`config.mk`:
```
export PLATFORM = sky130hd
export DESIGN_NAME = alu_result_stage
export DESIGN_NICKNAME = d
export VERILOG_FILES = /design/src/rtl/alu_pkg.sv /design/src/rtl/alu_skid_fifo.sv /design/src/rtl/alu_result_stage.sv
export SDC_FILE = /design/constraint.sdc
export NUM_CORES = 1
export LEC_CHECK = 0
export CORE_MARGIN = 4
export CORE_UTILIZATION = 44
export DETAILED_ROUTE_END_ITERATION = 16
export GPL_ROUTABILITY_DRIVEN = 0
export MAX_ROUTING_LAYER = met4
export PLACE_DENSITY = 0.84
export SLEW_MARGIN = 20
export SYNTH_ARGS = -nofsm -noshare
export SYNTH_HDL_FRONTEND = slang
export SYNTH_HIERARCHICAL = 1
export SYNTH_SLANG_ARGS = --single-unit
```
`constraint.sdc`:
```
create_clock -name clk -period 2.05 [get_ports clk]
set_clock_uncertainty 0.1 [all_clocks]
set_input_delay 0.3075 -clock clk [delete_from_list [all_inputs] [get_ports clk]]
set_output_delay 0.3075 -clock clk [all_outputs]
set_load 0.02 [all_outputs]
```
`src/rtl/alu_pkg.sv`:
```
// Shared opcode constants and the per-entry flag record for the ALU result path.
// Optional feature: PARITY_FLAG_EN adds a stored parity bit to every entry.
package alu_pkg;

  localparam logic [2:0] OP_AND = 3'b010;
  localparam logic [2:0] OP_OR  = 3'b011;
  localparam logic [2:0] OP_XOR = 3'b100;
  localparam logic [2:0] OP_NOT = 3'b101;
  localparam logic [2:0] OP_SHL = 3'b110;
  localparam logic [2:0] OP_SHR = 3'b111;

  typedef struct packed {
    logic zero;
    logic oob;
    logic bad_op;
`ifdef PARITY_FLAG_EN
    logic parity;
`endif
  } entry_flags_t;

  function automatic logic is_shift(input logic [2:0] op);
    return op[2:1] == 2'b11;
  endfunction

endpackage

```
`src/rtl/alu_skid_fifo.sv`:
```
// Two-entry FIFO with registered head; ready depends only on occupancy, never on out_ready.
module alu_skid_fifo #(
  parameter int P = 8
) (
  input  logic         clk,
  input  logic         rst,
  input  logic         in_valid,
  output logic         in_ready,
  input  logic [P-1:0] in_data,
  output logic         out_valid,
  input  logic         out_ready,
  output logic [P-1:0] out_data
);

  logic [1:0]   occ_reg, occ_next;
  logic [P-1:0] head_reg, head_next;
  logic [P-1:0] tail_reg, tail_next;
  logic         push, pop;

  assign in_ready  = !rst && (occ_reg != 2'd2);
  assign out_valid = (occ_reg != 2'd0);
  assign out_data  = head_reg;
  assign push      = in_valid && in_ready;
  assign pop       = out_valid && out_ready;

  always_comb begin
    occ_next  = occ_reg;
    head_next = head_reg;
    tail_next = tail_reg;
    case ({push, pop})
      2'b10: begin
        occ_next = occ_reg + 2'd1;
        if (occ_reg == 2'd0) head_next = in_data;
        else                 tail_next = in_data;
      end
      2'b01: begin
        occ_next  = occ_reg - 2'd1;
        head_next = tail_reg;
        tail_next = '0;
      end
      // Push and pop together only happen at occupancy 1: the new entry replaces the head.
      2'b11:   head_next = in_data;
      default: ;
    endcase
  end

  always_ff @(posedge clk or posedge rst) begin
    if (rst) begin
      occ_reg  <= 2'd0;
      head_reg <= '0;
      tail_reg <= '0;
    end else begin
      occ_reg  <= occ_next;
      head_reg <= head_next;
      tail_reg <= tail_next;
    end
  end

endmodule

```
`src/rtl/alu_result_stage.sv`:
```
// Result select, flag generation and completed-result counter in front of a 2-entry FIFO.
// Optional feature: PARITY_FLAG_EN adds the parity_flag output.
module alu_result_stage
  import alu_pkg::*;
#(
  parameter int WIDTH = 4,
  parameter int CNT_W = 16
) (
  input  logic             clk,
  input  logic             rst,
  input  logic             in_valid,
  output logic             in_ready,
  input  logic [2:0]       operation,
  input  logic [WIDTH-1:0] b_operand,
  input  logic [WIDTH-1:0] y_logic,
  input  logic [WIDTH-1:0] y_shift,
  output logic             out_valid,
  input  logic             out_ready,
  output logic [WIDTH-1:0] result,
  output logic             zero_flag,
  output logic             shift_oob,
  output logic             bad_op,
`ifdef PARITY_FLAG_EN
  output logic             parity_flag,
`endif
  output logic [CNT_W-1:0] done_count
);

  typedef struct packed {
    logic [WIDTH-1:0] result;
    entry_flags_t     flags;
  } entry_t;

  localparam logic [WIDTH-1:0] WIDTH_VAL = WIDTH'(WIDTH);

  entry_t           in_entry, head_entry;
  logic [WIDTH-1:0] sel_result;
  logic             sel_bad;
  logic [CNT_W-1:0] count_reg;

  always_comb begin
    sel_result = '0;
    sel_bad    = 1'b0;
    case (operation)
      OP_AND, OP_OR, OP_XOR, OP_NOT: sel_result = y_logic;
      OP_SHL, OP_SHR:                sel_result = y_shift;
      default:                       sel_bad    = 1'b1;
    endcase
  end

  always_comb begin
    in_entry              = '0;
    in_entry.result       = sel_result;
    in_entry.flags.zero   = (sel_result == '0);
    in_entry.flags.oob    = is_shift(operation) && (b_operand >= WIDTH_VAL);
    in_entry.flags.bad_op = sel_bad;
`ifdef PARITY_FLAG_EN
    in_entry.flags.parity = ^sel_result;
`endif
  end

  alu_skid_fifo #(
    .P($bits(entry_t))
  ) u_fifo (
    .clk       (clk),
    .rst       (rst),
    .in_valid  (in_valid),
    .in_ready  (in_ready),
    .in_data   (in_entry),
    .out_valid (out_valid),
    .out_ready (out_ready),
    .out_data  (head_entry)
  );

  assign result    = head_entry.result;
  assign zero_flag = head_entry.flags.zero;
  assign shift_oob = head_entry.flags.oob;
  assign bad_op    = head_entry.flags.bad_op;
`ifdef PARITY_FLAG_EN
  assign parity_flag = head_entry.flags.parity;
`endif

  always_ff @(posedge clk or posedge rst) begin
    if (rst) begin
      count_reg <= '0;
    end else if (out_valid && out_ready && (count_reg != '1)) begin
      count_reg <= count_reg + CNT_W'(1);
    end
  end

  assign done_count = count_reg;

endmodule
```
# --- Yosys cells after proc, flatten, opt, wreduce, memory -nomap -nowiden ---
# Index checks and enable logic that the tools add are counted.
totals:
  register_bits: 32
  inputBits: 19
  output_inout_bits: 25
  wordCells: 45
op_classes:
  n_addsub: 3
  order_cmp: 1
  n_eq_ne: 14
  mux: 7
  reduce_logical: 16
op_table:
  columns: ["operator", "n"]
  rows:
  - ["case mux 7 bit (3 select lines)", 1]
  - ["adder 16 x 1 -> 16 bit, second input constant", 1]
  - ["!= test 16 bit, second input constant", 1]
  - ["two-way mux 7 bit", 2]
  - ["case mux 7 bit (2 select lines)", 1]
  - ["equality test 3 bit, second input constant", 4]
  - ["case mux 4 bit (2 select lines)", 1]
  - ["equality test 2 bit, second input constant", 3]
  - ["equality test 3 x 2 -> 1 bit, second input constant", 2]
  - ["OR reduction 6 bit", 1]
  - ["logical AND 1 bit", 5]
  - [">= comparator 4 x 3 -> 1 bit, second input constant", 1]
  - ["zero test 4 bit", 1]
  - ["!= test 2 bit, second input constant", 2]
  - ["case mux 2 bit (2 select lines)", 1]
  - ["AND reduction 2 bit", 2]
  - ["nonzero test 2 bit", 2]
  - ["OR reduction 4 bit", 1]
  - ["nonzero test 3 bit", 1]
  - ["adder 2 x 1 -> 2 bit, second input constant", 1]
  - ["equality test 2 x 1 -> 1 bit, second input constant", 1]
  - ["zero test 2 bit", 1]
  - ["!= test 2 x 1 -> 1 bit, second input constant", 1]
  - ["OR reduction 2 bit", 1]
  - ["other kinds (3)", 3]

# --- Longest topological paths before layout ---
depth:
  ltp_word: 6
  mapped_depth: 10

# --- By module ---
# The synthesis kept the hierarchy.
modules_own_cells:
  columns: ["module", "instances", "cells_each", "area_each_um2"]
  rows:
  - ["alu_result_stage", 1, 91, 945.9]
  - ["alu_skid_fifo", 1, 75, 852.1]

# --- Least setup slack after synthesis ---
# No wires, ideal clock.
synth_path:
  kind: "register -> register"
  start: "reg u_fifo.occ_reg[0]"
  end: "reg u_fifo.tail_reg[5]"
  arrival_time_ns: 2.026
  required_time_ns: 1.883
  path_slack_ns: -0.144
  stages_incl_launch_ff: 9
  n_path_buf: 1
  synth_period_minus_slack_ns: 2.194
  cell_sequence: "dfrtp_1 -> buf_6 -> inv_1 -> a21oi_1 -> and2_1 -> ha_1 -> nor3b_1 -> or2_2 -> a32o_1"
synth_between:
  elab_chain_cells: 6
synth_lines:
  columns: ["item", "line_no", "rtl"]
  rows:
  - ["start: declaration", "alu_skid_fifo.sv:15", "logic [1:0] occ_reg, occ_next;"]
  - ["start signal: assignment", "alu_skid_fifo.sv:53", "occ_reg <= occ_next;"]
  - ["!= test 2 bit (*)", "alu_skid_fifo.sv:20", "assign in_ready = !rst && (occ_reg != 2'd2);"]
  - ["logical AND 1 bit (*)", "alu_skid_fifo.sv:20", null]
  - ["net in_ready", "alu_result_stage.sv:12", "output logic in_ready,"]
  - ["logical AND 1 bit (*)", "alu_skid_fifo.sv:23", "assign push = in_valid && in_ready;"]
  - ["equality test 2 bit or equality test 2 x 1 -> 1 bit (tied branches)", "alu_skid_fifo.sv:30", "case ({push, pop})"]
  - ["!= test 2 bit (no line) or nonzero test 2 bit (tied branches)", null, null]
  - ["AND reduction 2 bit (no line)", null, null]
  - ["end signal: assignment", "alu_skid_fifo.sv:55", "tail_reg <= tail_next;"]
  - ["end: declaration", "alu_skid_fifo.sv:17", "logic [P-1:0] tail_reg, tail_next;"]
# The timed path passes the listed nets; every way through them passes the cells marked *.
# A chain may end at the register's enable or synchronous reset.

# --- Worst setup path in the final report ---
layout_path:
  start: "reg u_fifo.occ_reg[1]"
  end: "out out_valid"
layout_between:
  elab_chain_cells: 1
layout_lines:
  columns: ["item", "line_no", "rtl"]
  rows:
  - ["nonzero test 2 bit", "alu_skid_fifo.sv:21", "assign out_valid = (occ_reg != 2'd0);"]
  - ["end: declaration", "alu_result_stage.sv:17", "output logic out_valid,"]
# No other way between the ends.

==> impl_metrics.csv <==
group,metric,value,unit
synthesis,synthTopCellsByCount,"32 x dfrtp_1, 14 x mux2_2, 13 x nand2_1",
synthesis,syn_avg_cell_area,10.8,um^2
worst_setup_path,cpPeakStageDelay,0.53,ns
grt,grt_usage,18.2,%
synthesis,synth_edf_count,0,
clocking,post-cts-setup-buffer-count,0,
floorplan,fp.dieH,71.9,um
worst_setup_path,r2r-end,"done_count[8]$_DFFE_PP0P_",
clocking,clockBufferDepth,2,
finish,areaGrowthSynthToFinish,40.3,%
route,post_drt_wl_per_cell,14.6,um
power_and_ir_drop,switchingPower,1.01,mW
power_and_ir_drop,power_frac_seq,34.9,%
synthesis,synth_area,1800,um^2
synthesis,yosysSeqAreaShare,44.5,%
timing,post-route-period-util,97.4,%
timing,max_slew_margin,71.2,%
synthesis,synthArstFlopShare,100,%
timing,worstMarginPinSlew,0.429,ns
worst_setup_path,crit_required,1.64,ns
power_and_ir_drop,irDropWorstVdd,744,uV
synthesis,yosys.area_share.adder,2.78,%
placed_design,place_area,2410,um^2
grt,antenna_found_initial,0,
floorplan,placementRows,22,
power_and_ir_drop,p_int,1.80,mW
grt,grt_pass1_vias,1569,
synthesis,synth_top_family_by_area,"simple AND/OR/NAND/NOR gates",
floorplan,die_area,5170,um^2
synthesis,synthesis.nets,189,
timing,hold_viol,0,
synthesis,synth.yosys.warnings,6,
route,num_vias,1499,
clocking,clkTransAtPathRegs,0.07,ns
grt,grt_max_degree,17,
finish,stdcell_area,2520,um^2
worst_setup_path,critPathCapture,"out_valid",
timing,rsz0062_at_grt,"no",
worst_setup_path,startpoint,"u_fifo/occ_reg[1]$_DFFE_PP0P_",
route,post-route-drc-count,0,
route,antenna_left,0,
flow_run,max-cap-violations,0,
route,drt-vias-per-instance,5.35,
finish,largest_reg_flops,16,
clocking,numCtsBuffers,5,
clocking,ctsHoldBuffers,0,
synthesis,synthSimpleGateAreaFrac,18.9,%
finish,fin_cells,280,
timing,finalSetupViolCount,0,
grt,grt-ovfl-total,0,
worst_setup_path,rrSetupSlack,0.18,ns
timing,fmax,0.501,GHz
clocking,root_buffer,"clkbuf_8",
timing,drv_slew,0,
synthesis,ys_seq_elements,32,
worst_setup_path,worstPathMaxFanout,4,
route,wl,4100,um
power_and_ir_drop,p_comb_share,43.9,%
placed_design,dpl.hpwl,3020,um
timing,min_period,2.00,ns
placed_design,io_buffers,40,
power_and_ir_drop,clkPwrFrac,21.2,%
clocking,cts_max_level,2,
synthesis,synth-compound-area-share,13.0,%
worst_setup_path,r2r-start,"done_count[0]$_DFFE_PP0P_",
synthesis,syn_inst,166,
placed_design,dp_cells,272,
finish,num-fill-cells,298,
synthesis,synth.distinct_cells,43,
clocking,cts_tree,"done",
synthesis,synthFlopType,"dfrtp_1",
grt,grt_first_pass_wirelength,7310,um
hold_path,hold_path_class,"input port to async pin",
worst_setup_path,path_class,"flop to primary output",
finish,drive_gt1_share,25.4,%
synthesis,synthMuxAreaShare,12.7,%
clocking,clock_sinks,32,
power_and_ir_drop,leakage,1.11,nW
synthesis,synth_area_leader_cell,"dfrtp_1",
synthesis,yosys.cell_count.top_type,"dfrtp_1",
outcome,outcome,"finished, final reports clean",
floorplan,dieWidth,71.9,um
route,first_pass_iters,4,
synthesis,synth_top_area_share,44.5,%
route,drt_iter0_drc,120,
worst_setup_path,crit_path_end_kind,"primary output",
floorplan,initial_core_util,47.3,%
worst_setup_path,cpMaxStageDelayCell,"clkdlybuf4s50_1",
floorplan,io_pins,44,
floorplan,design.core.area,3800,um^2
power_and_ir_drop,p_per_area,1110,nW/um^2
synthesis,ys_top_cells_by_area,"dfrtp_1 45%, mux2_2 8.8%, mux2_1 3.1%, xor2_1 2.9%, ha_1 2.8%",
synthesis,synth-xor-area-share,5.36,%
finish,num_antenna_cells,0,
worst_setup_path,crit_arrival,1.59,ns
power_and_ir_drop,switching_share,35.9,%
worst_setup_path,cp_cell_sequence,"nor2_4 > inv_2 > buf_4 > clkdlybuf4s50_1",
worst_setup_path,cp-start-kind,"flop",
timing,holdWs,0.395,ns
clocking,clock_latency,0.29,ns
worst_setup_path,r2r_cells,5,
finish,fin_nets,254,
[timing repair]
action | in CTS | in global routing
endpoints found under the setup margin | 2 | 1
hold endpoints to repair | 0 | 0
gates resized for setup | 4 | 1
[how the worst min path moves through the flow]
stage	to	cells past startpoint
3_5_place_dp	u_fifo/tail_reg[6]$_DFFE_PP0P_	1
2_1_floorplan	done_count[0]$_DFFE_PP0P_	1
3_3_place_gp	u_fifo/out_data[4]$_DFFE_PP0P_	1
6_report	done_count[0]$_DFFE_PP0P_	4
4_1_cts	u_fifo/tail_reg[6]$_DFFE_PP0P_	1
5_1_grt	u_fifo/out_data[4]$_DFFE_PP0P_	1
[per-layer routing]
| layer | vias to the layer above | GRT usage (%) | wire length, um |
|---|---|---|---|
| li1 | 731 | - | - |
| met4 | 0 | 6.26 | 65 |
| met5 | - | - | 0 |
| met1 | 729 | 24.5 | 1910 |
| met3 | 8 | 4.29 | 155 |
| met2 | 31 | 27.1 | 1970 |
[stage by stage]
stage          setup TNS [ns]  setup WS, ns  total power [mW]  util, %
3_5_place_dp            -1.99        -0.312              2.21     63.3
6_report                    0        0.0536              2.80     66.4
4_1_cts                     0        0.0511              2.81     66.3
3_3_place_gp            -1.68        -0.267              2.18     63.3
5_1_grt                     0       0.00976              2.96     66.4
2_1_floorplan               0        0.0494              1.68        -
[logic make-up after synthesis]
| kind of cell | count (synthesis) |
|---|---|
| AND/OR/NAND/NOR | 55 |
| XOR/XNOR | 11 |
| buffers and inverters | 11 |
| AO/OA/AOI/OAI | 33 |
| multiplexers | 20 |
| flip-flops | 32 |
| adder cells (fa/ha/maj) | 4 |
[area by class of cell]
class	count	area, um^2	area share, %
clock buffers	6	72.6	2.88
clock inverters	2	35.0	1.39
inverters	8	30.0	1.19
multi-input cells	123	968	38.4
flip-flops and latches	32	801	31.7
well taps	48	60.1	2.38
repair buffers	61	556	22.0
[power by group through the flow]
stage          Sequential [mW]  Clock [mW]  Combinational [mW]
2_1_floorplan             1.10           0               0.574
3_3_place_gp             0.976           0                1.20
3_5_place_dp             0.987           0                1.22
4_1_cts                  0.979       0.601                1.23
5_1_grt                   1.01       0.629                1.32
6_report                 0.978       0.593                1.23
[critical path, delay by kind of cell (launching register included)]
kind                   cells  cell delay (ns)
buffers and inverters      3             0.72
and+or+nand+nor            1             0.14
DFF                        1             0.44
[cells in the final DEF, fill, tap and decap left out, types with 2 or more instances in the layout]
cell,instances
dfrtp_1,32
xnor2_1,5
a22o_1,4
xor2_1,6
a32o_1,2
a21oi_1,8
inv_2,2
dlygate4sd2_1,2
nand4_1,3
a31oi_1,2
nor4_1,2
inv_1,6
buf_4,21
nor2b_1,6
nor4_2,3
nor2_1,6
nand2_1,13
o21ai_0,7
nand3_1,6
mux2_2,14
clkdlybuf4s50_1,38
nor3_1,3
ha_1,3
o21a_1,3
clkbuf_8,5
mux2_1,5
Note: power is estimated with default switching activity, not from simulation.
